[config.mk]
export PLATFORM = sky130hd
export DESIGN_NAME = inst_line_buffer_flat
export DESIGN_NICKNAME = d
export VERILOG_FILES = /design/src/rtl/inst_line_buffer_pkg.sv /design/src/rtl/inst_line_buffer_if.sv /design/src/rtl/ibuf_line_store.sv /design/src/rtl/inst_line_buffer.sv /design/src/flat_wrapper.sv
export SDC_FILE = /design/constraint.sdc
export NUM_CORES = 1
export LEC_CHECK = 0
export CORE_MARGIN = 2
export CORE_UTILIZATION = 38
export DETAILED_ROUTE_END_ITERATION = 8
export PLACE_DENSITY = 0.71
export SYNTH_ARGS = -nofsm -noshare
export SYNTH_HDL_FRONTEND = slang
export SYNTH_SLANG_ARGS = --single-unit
[constraint.sdc]
create_clock -name clk -period 4 [get_ports clk]
set_input_delay 0.8 -clock clk [delete_from_list [all_inputs] [get_ports clk]]
set_output_delay 0.8 -clock clk [all_outputs]
set_load 0.005 [all_outputs]
[src/rtl/inst_line_buffer_pkg.sv]
// Shared definitions for the instruction line buffer.
//   NOP          : canonical RV32 no-op (addi x0,x0,0). The core uses the same value.
//   ibuf_state_t : controller states (IDLE lookup, REQ awaiting grant, FILL collecting beats).
package inst_line_buffer_pkg;

  localparam logic [31:0] NOP = 32'h0000_0013;

  typedef enum logic [1:0] {
    IDLE = 2'd0,
    REQ  = 2'd1,
    FILL = 2'd2
  } ibuf_state_t;

endpackage

[src/rtl/inst_line_buffer_if.sv]
// Line-fill bus between the instruction line buffer and the backing ROM/SRAM controller.
//   mem_req    : line-fill request, held until mem_gnt is sampled high
//   mem_addr   : line-aligned fill address
//   mem_gnt    : backing memory accepts the request
//   mem_rvalid : read beat valid
//   mem_rdata  : read beat data, beats arrive in ascending word order
// Modports: master = line buffer side, slave = memory side.
interface inst_line_buffer_if;
  logic        mem_req;
  logic [31:0] mem_addr;
  logic        mem_gnt;
  logic        mem_rvalid;
  logic [31:0] mem_rdata;

  modport master (
    output mem_req,
    output mem_addr,
    input  mem_gnt,
    input  mem_rvalid,
    input  mem_rdata
  );

  modport slave (
    input  mem_req,
    input  mem_addr,
    output mem_gnt,
    output mem_rvalid,
    output mem_rdata
  );
endinterface

[src/rtl/ibuf_line_store.sv]
// Storage for one cache line of LINE_WORDS 32-bit instruction words.
//   clk   : clock
//   we    : write strobe (one fill beat)
//   waddr : word index written, driven by the fill beat counter
//   wdata : fill beat data
//   raddr : word index read, driven by the fetch address word field
//   rdata : word at raddr (combinational; the caller registers it)
// The data carries no reset: the valid bit in the controller decides whether
// the contents mean anything.
module ibuf_line_store #(
  parameter int LINE_WORDS = 4
) (
  input  logic                          clk,
  input  logic                          we,
  input  logic [$clog2(LINE_WORDS)-1:0] waddr,
  input  logic [31:0]                   wdata,
  input  logic [$clog2(LINE_WORDS)-1:0] raddr,
  output logic [31:0]                   rdata
);

  logic [31:0] words_reg [LINE_WORDS];

  always_ff @(posedge clk) begin
    if (we) begin
      words_reg[waddr] <= wdata;
    end
  end

  assign rdata = words_reg[raddr];

endmodule

[src/rtl/inst_line_buffer.sv]
// Instruction-side responder for the RV32E fetch port. Holds one line of
// LINE_WORDS instructions, answers hits with one cycle of registered latency
// and refills the line from backing memory on a miss.
// Ports:
//   clk, rst     : clock, asynchronous active-high reset
//   inst_addr    : fetch address, sampled every rising edge (bits [1:0] ignored)
//   instruction  : registered instruction word (NOP when not ready)
//   inst_ready   : 1 = instruction holds the word for the address sampled on the previous edge
//   flush        : invalidate the line (fence.i / boot-image reload)
//   mem_bus      : line-fill bus (master side)
//   hit_count    : IDLE hit cycles        (only when IBUF_PERF_EN is defined, else 0)
//   miss_count   : IDLE->REQ transitions  (only when IBUF_PERF_EN is defined, else 0)
// Build option: IBUF_PERF_EN enables the two performance counters.
module inst_line_buffer
  import inst_line_buffer_pkg::*;
#(
  parameter int LINE_WORDS = 4
) (
  input  logic                      clk,
  input  logic                      rst,
  input  logic [31:0]               inst_addr,
  output logic [31:0]               instruction,
  output logic                      inst_ready,
  input  logic                      flush,
  inst_line_buffer_if.master        mem_bus,
  output logic [31:0]               hit_count,
  output logic [31:0]               miss_count
);

  localparam int OFF_W = $clog2(LINE_WORDS);
  localparam int TAG_W = 30 - OFF_W;
  localparam logic [OFF_W-1:0] LAST_BEAT = OFF_W'(LINE_WORDS - 1);

  ibuf_state_t       state_reg;
  logic              valid_reg;
  logic              flush_pending_reg;
  logic [TAG_W-1:0]  tag_reg;
  logic [OFF_W-1:0]  cnt_reg;
  logic              mem_req_reg;
  logic [31:0]       mem_addr_reg;
  logic              inst_ready_reg;
  logic [31:0]       instruction_reg;

  logic [TAG_W-1:0]  addr_tag;
  logic [OFF_W-1:0]  addr_word;
  logic [1:0]        unused_addr_bits;
  logic [31:0]       line_word;
  logic              lookup_hit;
  logic              lookup_miss;
  logic              fill_we;

  assign addr_tag         = inst_addr[31:OFF_W+2];
  assign addr_word        = inst_addr[OFF_W+1:2];
  assign unused_addr_bits = inst_addr[1:0];

  // A flush in IDLE turns what would be a hit into a miss in the same cycle.
  assign lookup_hit  = (state_reg == IDLE) && valid_reg && (tag_reg == addr_tag) && !flush;
  assign lookup_miss = (state_reg == IDLE) && !lookup_hit;
  assign fill_we     = (state_reg == FILL) && mem_bus.mem_rvalid;

  ibuf_line_store #(
    .LINE_WORDS (LINE_WORDS)
  ) u_line_store (
    .clk   (clk),
    .we    (fill_we),
    .waddr (cnt_reg),
    .wdata (mem_bus.mem_rdata),
    .raddr (addr_word),
    .rdata (line_word)
  );

  always_ff @(posedge clk or posedge rst) begin
    if (rst) begin
      state_reg         <= IDLE;
      valid_reg         <= 1'b0;
      flush_pending_reg <= 1'b0;
      tag_reg           <= '0;
      cnt_reg           <= '0;
      mem_req_reg       <= 1'b0;
      mem_addr_reg      <= '0;
      inst_ready_reg    <= 1'b0;
      instruction_reg   <= NOP;
    end else begin
      case (state_reg)
        IDLE: begin
          flush_pending_reg <= 1'b0;
          if (lookup_hit) begin
            instruction_reg <= line_word;
            inst_ready_reg  <= 1'b1;
          end else begin
            instruction_reg <= NOP;
            inst_ready_reg  <= 1'b0;
            mem_req_reg     <= 1'b1;
            mem_addr_reg    <= {addr_tag, {(OFF_W+2){1'b0}}};
            valid_reg       <= 1'b0;
            state_reg       <= REQ;
          end
        end

        REQ: begin
          if (flush) begin
            flush_pending_reg <= 1'b1;
          end
          if (mem_bus.mem_gnt) begin
            mem_req_reg <= 1'b0;
            cnt_reg     <= '0;
            state_reg   <= FILL;
          end
        end

        FILL: begin
          if (flush) begin
            flush_pending_reg <= 1'b1;
          end
          if (mem_bus.mem_rvalid) begin
            cnt_reg <= cnt_reg + OFF_W'(1);
            if (cnt_reg == LAST_BEAT) begin
              // The tag comes from the request address, not the current fetch
              // address, which may have moved on while the fill was running.
              tag_reg   <= mem_addr_reg[31:OFF_W+2];
              valid_reg <= !(flush_pending_reg || flush);
              state_reg <= IDLE;
            end
          end
        end

        default: begin
          state_reg <= IDLE;
        end
      endcase
    end
  end

  assign instruction      = instruction_reg;
  assign inst_ready       = inst_ready_reg;
  assign mem_bus.mem_req  = mem_req_reg;
  assign mem_bus.mem_addr = mem_addr_reg;

`ifdef IBUF_PERF_EN
  logic [31:0] hit_count_reg;
  logic [31:0] miss_count_reg;

  always_ff @(posedge clk or posedge rst) begin
    if (rst) begin
      hit_count_reg  <= '0;
      miss_count_reg <= '0;
    end else begin
      if (lookup_hit) begin
        hit_count_reg <= hit_count_reg + 32'd1;
      end
      if (lookup_miss) begin
        miss_count_reg <= miss_count_reg + 32'd1;
      end
    end
  end

  assign hit_count  = hit_count_reg;
  assign miss_count = miss_count_reg;
`else
  logic unused_lookup_miss;
  assign unused_lookup_miss = lookup_miss;
  assign hit_count  = 32'd0;
  assign miss_count = 32'd0;
`endif

endmodule
[src/flat_wrapper.sv]
// flat-port wrapper written by rule: the top's interface ports become plain ports
module inst_line_buffer_flat import inst_line_buffer_pkg::*;
#(
  parameter int LINE_WORDS = 4
)
  (clk, rst, inst_addr, instruction, inst_ready, flush, hit_count, miss_count, mem_bus_mem_req, mem_bus_mem_addr, mem_bus_mem_gnt, mem_bus_mem_rvalid, mem_bus_mem_rdata);
  inst_line_buffer_if mem_bus_i ();
  input  logic clk;
  input  logic rst;
  input  logic [31:0] inst_addr;
  output logic [31:0] instruction;
  output logic inst_ready;
  input  logic flush;
  output logic [31:0] hit_count;
  output logic [31:0] miss_count;
  output wire logic [$bits(mem_bus_i.mem_req)-1:0] mem_bus_mem_req;
  output wire logic [$bits(mem_bus_i.mem_addr)-1:0] mem_bus_mem_addr;
  input wire logic [$bits(mem_bus_i.mem_gnt)-1:0] mem_bus_mem_gnt;
  input wire logic [$bits(mem_bus_i.mem_rvalid)-1:0] mem_bus_mem_rvalid;
  input wire logic [$bits(mem_bus_i.mem_rdata)-1:0] mem_bus_mem_rdata;
  assign mem_bus_mem_req = mem_bus_i.mem_req;
  assign mem_bus_mem_addr = mem_bus_i.mem_addr;
  assign mem_bus_i.mem_gnt = mem_bus_mem_gnt;
  assign mem_bus_i.mem_rvalid = mem_bus_mem_rvalid;
  assign mem_bus_i.mem_rdata = mem_bus_mem_rdata;
  inst_line_buffer #(.LINE_WORDS(LINE_WORDS)) u_core (.clk(clk), .rst(rst), .inst_addr(inst_addr), .instruction(instruction), .inst_ready(inst_ready), .flush(flush), .mem_bus(mem_bus_i), .hit_count(hit_count), .miss_count(miss_count));
endmodule
Word-level counts from Yosys, hierarchy flattened
Memory sizes are Yosys's and may differ from the RTL's.
Cells that the tools add are included.
W data, S select, Z words.
{"block": "op_classes", "n_addsub": 1, "n_mul": 0, "div": 0, "order_cmp": 0, "n_eq_ne": 9, "shift": 0, "mux": 21, "bitwise_logic": 1, "reduce_logical": 20}
{"cell": "$mux W32", "count": 1}
{"cell": "$eq A28 B28 Y1", "count": 1}
{"cell": "$mux W2", "count": 6}
{"cell": "$mux W1", "count": 9}
{"cell": "$reduce_and A3 Y1", "count": 3}
{"cell": "$ne A2 B2 Y1 const B", "count": 4}
{"cell": "$reduce_and A4 Y1", "count": 2}
{"cell": "$reduce_bool A2 Y1", "count": 4}
{"cell": "$pmux W1 S2", "count": 3}
{"cell": "$pmux W2 S3", "count": 1}
{"cell": "$eq A2 B2 Y1 const B", "count": 2}
{"cell": "$logic_and A1 B1 Y1", "count": 4}
{"cell": "$pmux W2 S2", "count": 1}
{"cell": "$reduce_and A2 Y1", "count": 2}
{"cell": "$add A2 B1 Y2 const B", "count": 1}
{"cell": "$eq A2 B1 Y1 const B", "count": 1}
{"cell": "$logic_not A1 Y1", "count": 2}
{"cell": "$logic_not A2 Y1", "count": 1}
{"cell": "$ne A2 B1 Y1 const B", "count": 1}
{"cell": "$reduce_or A2 Y1", "count": 1}
{"cell": "$logic_or A1 B1 Y1", "count": 1}
{"cell": "$not A1 Y1", "count": 1}
{"block": "totals", "regBits": 96, "latch_bits": 0, "mem_bits_rw": 128, "romBits": 0, "inputBits": 69, "output_inout_bits": 130, "word_cells": 62, "mem_count": 1}
{"memory": "u_core.u_line_store.words_reg", "words": 4, "width": 32, "rd": 1, "rd_clocked_by_memory_dff": 0, "wr": 1, "line_no": "ibuf_line_store.sv:21", "text": "logic [31:0] words_reg [LINE_WORDS];"}

Logic depth before layout (Yosys ltp)
{"block": "logic_depth", "depth_word": 6, "depth_mapped": 9}

Modules after synthesis
Synthesis repeated with hierarchy kept, for this count alone.
{"block": "hier_totals", "cells_unflattened": 522, "area_unflattened_um2": 9212.6}
{"module": "ibuf_line_store", "n_inst": 1, "cells_per_inst": 171, "area_per_inst_um2": 4689.5, "seq_area_each_um2": 3843.7}
{"module": "inst_line_buffer", "n_inst": 1, "cells_per_inst": 351, "area_per_inst_um2": 4523.1, "seq_area_each_um2": 2406.1}

Least setup slack after synthesis
No wires, ideal clock.
{"block": "synth_path", "path_type": "in2reg", "from": "input port inst_addr[24]", "to": "register u_core.mem_addr_reg[10] (netlist: u_core.mem_bus.mem_addr[10])", "arrival_time_ns": 2.324, "required_time_ns": 3.875, "path_slack_ns": 1.551, "stages": 6, "n_path_buf": 1, "cell_sequence": "xor2_1 nor4_2 nand4_2 o21ai_4 buf_12 mux2_4"}
{"block": "synth_between", "elab_chain_len": 5}
{"item": "start, declared", "line_no": "flat_wrapper.sv:10", "text": "input logic [31:0] inst_addr;"}
{"item": "$eq A28 B28 Y1", "line_no": "inst_line_buffer.sv:57", "text": "assign lookup_hit = (state_reg == IDLE) && valid_reg && (tag_reg == addr_tag) && !flush;"}
{"item": "$logic_and A1 B1 Y1 (2 in series)", "line_no": "inst_line_buffer.sv:57"}
{"item": "$not A1 Y1 (no line)"}
{"item": "$reduce_and A2 Y1 (no line)"}
{"item": "end signal, assigned", "line_no": "inst_line_buffer.sv:94", "text": "mem_addr_reg <= {addr_tag, {(OFF_W+2){1'b0}}};"}
{"item": "end, declared", "line_no": "inst_line_buffer.sv:40", "text": "logic [31:0] mem_addr_reg;"}
No other way between the ends.
A chain may end at the register's enable or synchronous reset.

Final worst setup path
{"block": "layout_path", "from": "input port inst_addr[16]", "to": "register u_core.mem_addr_reg[27] (netlist: u_core.mem_bus.mem_addr[27])"}
The elaborated chain is that of the path after synthesis.

==> key figures <==
Status
  • Status: finished, final reports clean

Finish
  • Commonest non-fill, non-tap cell in the layout: edfxtp_1
  • Filler instances: 2,031
  • Synthesis-to-layout area growth: 23.0%
  • Core Util, Final: 0.472
  • Nets: 739
  • N_diodes: 0
  • Most frequent cells in the layout: 128 x edfxtp_1, 126 x clkdlybuf4s50_1, 93 x dfrtp_1
  • Design Area, Final: 0.0114 mm²
  • Layout cells sized above 1: 0.213
  • Post-Layout Cell Count: 1,004
  • Largest register FFs: 128

Floorplan
  • Rows: 57
  • Initial Utilization: 0.384
  • Die W: 160 µm
  • Total die area: 0.0257 mm²
  • Die height: 160 µm
  • Total core area: 0.0242 mm²
  • # IOs: 199

Timing
  • Slew Limit Fails: 0
  • Slew headroom: 0.351
  • Worst setup margin: 1290 ps
  • Final Hold Fails: 0
  • Setup TNS: 0 ps
  • Setup Skew: 21.8 ps
  • Final setup fails: 0
  • RSZ-0062 raised after global routing: no
  • Max Clock Freq: 369 MHz
  • Worst-margin pin slew: 973 ps
  • Fin crit period: 2710 ps
  • Final period util: 0.677

Placement
  • GPL Wtd Cong: 0.786
  • Inst Count DP: 960
  • DP HPWL: 11,200 µm
  • Place WS: 747 ps
  • Placement-stage cell area: 0.0107 mm²
  • Port Buf Inserts: 128

Clock network
  • Max Buffers Root-to-Sink: 3
  • Total CTS buffers: 24
  • Clock Latency Late Sink: 510 ps
  • CTS Root Cell: clkbuf_16
  • Post-CTS sizing: 0
  • Hold-fix buffers, CTS: 0
  • # Post-CTS Setup Buffers: 0
  • CTS Sinks: 224
  • H-tree depth: 1
  • Clock-pin slew on the worst setup and hold paths: 60 ps
  • CTS tree: built

Synth
  • Flops & latches, synth: 224
  • Syn Inst Count: 523
  • Post-synth EDFFs: 128
  • Syn avg cell area: 17.8 µm²
  • Synth cell types: 36
  • Ys flop type: edfxtp_1
  • Synth async-reset ratio: 0.429
  • Yosys warnings: 0
  • Cell Area, Synth: 0.00929 mm²
  • Seq/Total Area, Yosys: 0.673

GRT
  • Global-route wire length before repair: 28,400 µm
  • Total grt overflow: 0
  • Initial antenna violation count: 0
  • Pin count of the biggest net entering global routing: 97
  • Total global routing track utilization: 0.141
  • Number of global-route vias before repair: 5,033

Route
  • Vias: 4,805
  • Final wirelength: 18,400 µm
  • Wire length per cell: 18.3 µm
  • First drt pass iteration count: 5
  • DRC viols: 0
  • DR iter-0 viols: 313
  • Post-DRT Antenna Nets: 0
  • Vias per cell: 4.79

Power
  • Pwr/cell area: 558 mW/mm²
  • Pleak: 4.54 nW
  • Peak supply drop: 0.000468 V

Hold path
  • Worst Hold Class: reg2reg

Flow run
  • MaxCap Viol Count: 0

Critical path
  • Critical Path AT: 3080 ps
  • CP max FO: 28
  • Critical path class: in2reg
  • CP Launch Type: primary input
  • CP Data Required Time: 4380 ps
  • Worst setup EP type: flop
==> routing by layer <==
metal,global-route usage,up-vias,wire (µm)
li1,-,2126,-
met1,0.183,2463,7750
met2,0.238,190,9000
met3,0.0349,26,1280
met4,0.0410,0,379
met5,0,-,0
==> cell families after synthesis <==
logic type | count (synthesis) | share of synthesized area
flip-flops | 224 | 0.673
buffers and inverters | 98 | 0.0713
XOR/XNOR | 28 | 0.0264
adder cells (fa/ha/maj) | 8 | 0.0108
AO/OA/AOI/OAI | 48 | 0.0428
AND/OR/NAND/NOR | 27 | 0.0207
other | 1 | 0.000404
multiplexers | 89 | 0.155
==> report_power, final <==
| group | internal [mW] | switching, mW | leakage, nW |
|---|---|---|---|
| Combinational | 0.775 | 0.583 | 1.78 |
| Sequential | 2.74 | 0.190 | 2.41 |
| Clock | 1.23 | 0.853 | 0.359 |
| Total | 4.75 | 1.63 | 4.54 |
==> critical path, stage by stage <==
cell and delay [ps]:
clkdlybuf4s50_1 440, xor2_1 180, nor4_1 470, nand4_2 340, o21ai_4 240, buf_12 250, mux2_2 370
==> path summary, 6_finish.rpt <==
kind	depth (start not counted)	slack, ps	endpoint	start
min in group asynchronous	3	780	u_core.mem_bus.mem_addr[6]	rst
setup reg to reg	8	1460	u_core.mem_bus.mem_addr[27]	u_core.state_reg[1]
hold reg to reg	1	510	u_core.inst_ready	u_core.inst_ready
setup / recovery	7	1290	u_core.mem_bus.mem_addr[27]	inst_addr[16]
max in group asynchronous	3	2790	u_core.mem_bus.mem_addr[14]	rst
hold / removal	1	510	u_core.inst_ready	u_core.inst_ready
==> cells in the mapped netlist (5+ instances only) <==
| library cell | count | area (µm²) |
|---|---|---|
| a22o_1 | 31 | 272 |
| buf_2 | 5 | 25.0 |
| buf_4 | 68 | 510 |
| clkbuf_1 | 12 | 45.0 |
| dfrtp_1 | 93 | 2330 |
| edfxtp_1 | 128 | 3840 |
| ha_1 | 8 | 100 |
| inv_1 | 9 | 33.8 |
| mux2_2 | 37 | 417 |
| mux2_4 | 20 | 300 |
| mux4_2 | 32 | 721 |
| nor4_2 | 5 | 62.6 |
| o21ai_0 | 5 | 25.0 |
| xor2_1 | 28 | 245 |
==> per-stage QoR <==
step	hold WS [ps]	power, mW
5_1_grt	525	6.66
4_1_cts	510	6.45
3_3_place_gp	479	4.28
2_1_floorplan	466	3.79
6_report	507	6.38
3_5_place_dp	486	4.35
==> layout make-up <==
| class | count | area (µm²) | share of cell area |
|---|---|---|---|
| inverter | 9 | 36.3 | 0.00318 |
| clock inverter | 14 | 124 | 0.0108 |
| tap | 324 | 405 | 0.0355 |
| timing repair buffer | 135 | 1350 | 0.118 |
| clock buffer | 30 | 623 | 0.0546 |
| sequential | 224 | 6250 | 0.547 |
| multi-input combinational | 268 | 2640 | 0.231 |
No activity file was read; power rests on OpenSTA's default activity.
